### config.mk
export PLATFORM = sky130hd
export DESIGN_NAME = jump_field_encoder_flat
export DESIGN_NICKNAME = d
export VERILOG_FILES = /design/src/rtl/jump_enc_pkg.sv /design/src/rtl/jump_field_encoder_if.sv /design/src/rtl/jump_field_check.sv /design/src/rtl/jump_field_encoder.sv /design/src/flat_wrapper.sv
export SDC_FILE = /design/constraint.sdc
export NUM_CORES = 1
export LEC_CHECK = 0
export CORE_AREA = 2 2 100 102
export DETAILED_ROUTE_END_ITERATION = 8
export DIE_AREA = 0 0 102 104
export GPL_TIMING_DRIVEN = 1
export PLACE_DENSITY = 0.74
export SLEW_MARGIN = 10
export SYNTH_ARGS = -nofsm -noshare
export SYNTH_HDL_FRONTEND = slang
export SYNTH_SLANG_ARGS = --single-unit
### constraint.sdc
create_clock -name clk_i -period 5.05 [get_ports clk_i]
set_input_delay 1.515 -clock clk_i [delete_from_list [all_inputs] [get_ports clk_i]]
set_output_delay 1.515 -clock clk_i [all_outputs]
set_load 0.02 [all_outputs]
### src/rtl/jump_enc_pkg.sv
// Shared definitions for the jump field encoder: opcodes, error codes,
// FSM state encoding and the captured request record.
package jump_enc_pkg;

  localparam logic [5:0] OP_J   = 6'b000010;
  localparam logic [5:0] OP_JAL = 6'b000011;

  localparam logic [1:0] ERR_OK     = 2'b00;
  localparam logic [1:0] ERR_ALIGN  = 2'b01;
  localparam logic [1:0] ERR_REGION = 2'b10;

  typedef enum logic [1:0] {
    IDLE  = 2'b00,
    CHECK = 2'b01,
    HOLD  = 2'b10
  } state_e;

  typedef struct packed {
    logic [31:0] pc;
    logic [31:0] target;
    logic        link;
  } jump_req_t;

  // Top nibble of an address: the 256 MB region a J/JAL can reach.
  function automatic logic [3:0] region_of(input logic [31:0] addr);
    return addr[31:28];
  endfunction

endpackage

### src/rtl/jump_field_encoder_if.sv
// Request/result handshake bundle of the jump field encoder.
interface jump_field_encoder_if;

  logic        valid_i;
  logic        ready_o;
  logic [31:0] pc_i;
  logic [31:0] target_i;
  logic        link_i;
  logic        valid_o;
  logic        ready_i;
  logic [31:0] instr_o;
  logic [1:0]  err_o;
  logic [15:0] jump_cnt_o;

  // Encoder side.
  modport slave (
    input  valid_i, pc_i, target_i, link_i, ready_i,
    output ready_o, valid_o, instr_o, err_o, jump_cnt_o
  );

  // Requester / result consumer side.
  modport master (
    output valid_i, pc_i, target_i, link_i, ready_i,
    input  ready_o, valid_o, instr_o, err_o, jump_cnt_o
  );

endinterface

### src/rtl/jump_field_check.sv
// Purely combinational alignment/region check and J/JAL field packing.
module jump_field_check
  import jump_enc_pkg::*;
(
  input  logic [31:0] pc,
  input  logic [31:0] target,
  input  logic        link,
  output logic [31:0] instr,
  output logic [1:0]  err
);

  // Region is judged against the delay-slot address; wraps modulo 2^32.
  logic [31:0] pc_next;
  assign pc_next = pc + 32'd4;

  // Classify the request (misalignment wins) and pack the instruction word.
  always_comb begin
    // NOTE: every output gets a default first so no path leaves it unassigned (no latch).
    err   = ERR_OK;
    instr = 32'h0000_0000;
    if (target[1:0] != 2'b00) begin
      err = ERR_ALIGN;
    end else if (region_of(target) != region_of(pc_next)) begin
      err = ERR_REGION;
    end
    if (err == ERR_OK) begin
      instr = {(link ? OP_JAL : OP_J), target[27:2]};
    end
  end

endmodule

### src/rtl/jump_field_encoder.sv
// Jump field encoder: captures a request, checks/encodes it for one cycle,
// then holds the result until the consumer takes it.
module jump_field_encoder
  import jump_enc_pkg::*;
(
  input  logic                 clk_i,
  input  logic                 rst_i,
  jump_field_encoder_if.slave  bus
);

  state_e      state_q, state_d;
  jump_req_t   req_q;
  logic [31:0] instr_q;
  logic [1:0]  err_q;
  logic [15:0] cnt_q;

  logic [31:0] chk_instr;
  logic [1:0]  chk_err;
  logic        accept;

  assign accept = bus.valid_i && (state_q == IDLE);

  jump_field_check u_check (
    .pc     (req_q.pc),
    .target (req_q.target),
    .link   (req_q.link),
    .instr  (chk_instr),
    .err    (chk_err)
  );

  // State register.
  always_ff @(posedge clk_i or posedge rst_i) begin
    // NOTE: sequential state uses non-blocking assignments so all flops update together.
    if (rst_i) state_q <= IDLE;
    else       state_q <= state_d;
  end

  // Next-state logic: IDLE -> CHECK on accept, CHECK -> HOLD always, HOLD -> IDLE on consume.
  always_comb begin
    state_d = state_q;
    unique case (state_q)
      IDLE:    if (accept)      state_d = CHECK;
      CHECK:                    state_d = HOLD;
      HOLD:    if (bus.ready_i) state_d = IDLE;
      default:                  state_d = IDLE;
    endcase
  end

  // Capture the request on acceptance; later input changes are ignored.
  always_ff @(posedge clk_i or posedge rst_i) begin
    if (rst_i)       req_q <= '0;
    else if (accept) req_q <= '{pc: bus.pc_i, target: bus.target_i, link: bus.link_i};
  end

  // Register the check result in CHECK; it stays put through HOLD.
  always_ff @(posedge clk_i or posedge rst_i) begin
    if (rst_i) begin
      instr_q <= '0;
      err_q   <= ERR_OK;
    end else if (state_q == CHECK) begin
      instr_q <= chk_instr;
      err_q   <= chk_err;
    end
  end

  // Count successful encodings on CHECK -> HOLD; wraps naturally at 16 bits.
  always_ff @(posedge clk_i or posedge rst_i) begin
    if (rst_i)                                    cnt_q <= '0;
    else if (state_q == CHECK && chk_err == ERR_OK) cnt_q <= cnt_q + 16'd1;
  end

  assign bus.ready_o    = (state_q == IDLE);
  assign bus.valid_o    = (state_q == HOLD);
  assign bus.instr_o    = instr_q;
  assign bus.err_o      = err_q;
  assign bus.jump_cnt_o = cnt_q;

endmodule

### src/flat_wrapper.sv
// flat-port wrapper written by rule: the top's interface ports become plain ports
module jump_field_encoder_flat import jump_enc_pkg::*;
  (clk_i, rst_i, bus_valid_i, bus_pc_i, bus_target_i, bus_link_i, bus_ready_i, bus_ready_o, bus_valid_o, bus_instr_o, bus_err_o, bus_jump_cnt_o);
  jump_field_encoder_if bus_i ();
  input  logic clk_i;
  input  logic rst_i;
  input wire logic [$bits(bus_i.valid_i)-1:0] bus_valid_i;
  input wire logic [$bits(bus_i.pc_i)-1:0] bus_pc_i;
  input wire logic [$bits(bus_i.target_i)-1:0] bus_target_i;
  input wire logic [$bits(bus_i.link_i)-1:0] bus_link_i;
  input wire logic [$bits(bus_i.ready_i)-1:0] bus_ready_i;
  output wire logic [$bits(bus_i.ready_o)-1:0] bus_ready_o;
  output wire logic [$bits(bus_i.valid_o)-1:0] bus_valid_o;
  output wire logic [$bits(bus_i.instr_o)-1:0] bus_instr_o;
  output wire logic [$bits(bus_i.err_o)-1:0] bus_err_o;
  output wire logic [$bits(bus_i.jump_cnt_o)-1:0] bus_jump_cnt_o;
  assign bus_i.valid_i = bus_valid_i;
  assign bus_i.pc_i = bus_pc_i;
  assign bus_i.target_i = bus_target_i;
  assign bus_i.link_i = bus_link_i;
  assign bus_i.ready_i = bus_ready_i;
  assign bus_ready_o = bus_i.ready_o;
  assign bus_valid_o = bus_i.valid_o;
  assign bus_instr_o = bus_i.instr_o;
  assign bus_err_o = bus_i.err_o;
  assign bus_jump_cnt_o = bus_i.jump_cnt_o;
  jump_field_encoder u_core (.clk_i(clk_i), .rst_i(rst_i), .bus(bus_i));
endmodule
==> impl_metrics.toml <==
[placed_design]
preCtsSetupSlack_ns = 1.53
dpl.cell_count = 555
hpwlAfterDp_mm = 6.20
port_buffers = 114
finalWeightedCongestion = 0.733

[sta]
setup_violations = 0
period_share_pct = 61.5
finalHoldViolCount = 0
fmax_mhz = 322
tns_ns = 0
period_needed_ns = 3.11
max-slew-margin-rel_pct = 35.1
tightest_slew_ns = 0.971
rsz0062_at_grt = "false"
drv_slew = 0
skew_ns = 0.0114
timing.final.ws_setup_ns = 1.94

[critical_path]
cp.required_ns = 3.54
crit_end = "bus_valid_o"
cp_cell_sequence = "nand2b_1 -> inv_1 -> clkdlybuf4s50_1"
slowest_stage = "clkdlybuf4s50_1"
cp_top_family = "buffers and inverters"
reg2reg_from = "u_core.req_q[47]"
cp_num_cells = 3
crit_start = "u_core.state_q[0]"
start_kind = "flop"
crit_buf_inv = 2
max_stage_delay_ns = 0.60
crit_type = "reg -> out"
crit_fanout = 3
ff2ff_path_depth = 8
timing.reg2reg.setup_slack_ns = 2.11
r2r-end = "u_core.bus.instr_o[25]"
cp.arrival_ns = 1.59
critPathCaptureType = "primary output"

[power]
p_per_area_mw_per_mm2 = 452
peakVddDrop_v = 0.000221
p_leak_uw = 0.00251
total_power_uw = 2680

[floorplan]
num_io_pins = 121
start_util_pct = 46.8
dieArea_sq_mm = 0.0106
placementRows = 36
die_w_microns = 102
coreArea_sq_mm = 0.00955
die_y_microns = 104

[cts]
cts.sinks = 111
cts.path.max_buffers = 2
post_cts_buffers = 0
numCtsBuffers = 9
cts-htree-levels = 3
cts_resized = 0
cts_tree = "yes"
clk_latency_ns = 0.37
clkSlewWorstSetupHoldPaths_ns = 0.11
cts_hold_buf = 0
clockRootBuffer = "clkbuf_8"

[synthesis]
synth_area_sq_mm = 0.00447
yosysTopAreaCellShare_pct = 62.1
yosys_warnings = 0
syn_area_per_cell_sq_um = 14.0
synthCells = 319
synth-async-reset-ratio_pct = 100
synth_area_leaders = "dfrtp_1 62%, mux2_2 16%, a22o_1 5.3%"
synth-seq-cells = 111
synth_area_leader_cell = "dfrtp_1"
yosysUniqueCellTypes = 38
yosysSeqAreaShare_pct = 62.1
synth_edf_count = 0
ys.flop_type = "dfrtp_1"

[route]
dr.pass1.iters = 4
drt-initial-drc-count = 89
postRouteWirelength_mm = 8.70
wl_per_cell_microns = 15.2
num_vias = 2909
viasPerCell = 5.09
drc = 0
postRouteAntennaNets = 0

[global_route]
grt_pass1_wl_mm = 14.2
globalRouteOverflowTotal = 0
track_usage_pct = 17.1
grt_max_degree = 66
antenna_found_initial = 0
first_global_vias = 2940

[run]
maxCapViolations = 0

[status]
outcome = "finished clean"

[finish]
finalNonFillerCells = 571
drive_above_1_share_pct = 21.5
antenna_cells = 0
nets = 503
layout_common_cells = "114 x clkdlybuf4s50_1, 111 x dfrtp_1, 63 x mux2_2"
syn_to_final_growth_pct = 32.9
layout_commonest_cell = "clkdlybuf4s50_1"

[worst_hold_path]
hp-class = "reg -> reg"
==> layout make-up <==
class	count	area (sq um)
Multi-Input combinational cell	188	1600
Clock buffer	9	124
Fill cell	759	3610
Inverter	4	17.5
Sequential cell	111	2780
Timing Repair Buffer	119	1180
Tap cell	133	166
Clock inverter	7	80.1
==> kinds of logic (layout without fill, tap and decap cells) <==
family | after synthesis | after routing | synth area share (%)
flip-flops | 111 | 111 | 62.1
buffers and inverters | 23 | 139 | 2.43
other | 1 | 4 | 0.0838
adder cells (fa/ha/maj) | 1 | 1 | 0.280
XOR/XNOR | 17 | 17 | 3.33
AO/OA/AOI/OAI | 38 | 38 | 7.11
AND/OR/NAND/NOR | 65 | 65 | 8.81
multiplexers | 63 | 63 | 15.9
==> power by group <==
| group | total (uW) | leakage [uW] | switching [uW] | internal, uW |
|---|---|---|---|---|
| combinational | 784 | 0.00101 | 346 | 439 |
| sequential | 1350 | 0.00140 | 172 | 1180 |
| clock | 546 | 0.000102 | 311 | 236 |
| total | 2680 | 0.00251 | 829 | 1860 |
==> through the flow <==
stage	utilization, %	hold WS (ns)	instance area, sq um
after global placement	60.1	0.459	5740
after global routing	62.2	0.514	5940
after detailed placement	60.1	0.470	5740
after CTS	62.2	0.485	5940
final	62.2	0.478	5940
after floorplan	-	0.462	4480
==> synthesized netlist by cell type (2+ instances only) <==
cell        n
and3_1      2
nand4b_1    2
inv_1       4
a21o_1      2
nor3_1      2
nand2_1    18
clkbuf_1   11
nor2_1      7
a22o_1     27
nand2b_1    2
o21ai_0     4
buf_2       3
xor2_1      4
and2_1      4
mux2_2     63
nand3_1     4
xnor2_1    13
nor4_1      2
nand4_1    12
dfrtp_1   111
buf_4       5
==> worst min path at each step <==
stage	depth (start not counted)	from	to
floorplan	1	u_core.req_q[0]	u_core.bus.instr_o[26]
detailed placement	1	u_core.bus.jump_cnt_o[15]	u_core.bus.jump_cnt_o[15]
global placement	1	u_core.bus.instr_o[27]	u_core.bus.instr_o[27]
CTS	1	u_core.bus.jump_cnt_o[15]	u_core.bus.jump_cnt_o[15]
global route	1	u_core.req_q[16]	u_core.bus.instr_o[13]
finish	1	u_core.bus.jump_cnt_o[15]	u_core.bus.jump_cnt_o[15]
==> routing by layer <==
metal	GRT usage, %	wire [microns]	vias to the layer above
met5	0	0	-
met4	6.10	140	0
met3	4.84	544	12
met2	27.5	4260	81
met1	22.1	3760	1450
li1	-	-	1366
==> state kept, by name, indices dropped and copies added, names as in the netlist <==
register               cells
u_core.bus.instr_o        28
u_core.state_q             2
u_core.bus.err_o           2
u_core.bus.jump_cnt_o     16
u_core.req_q              63
(Power assumes the default switching activity.)
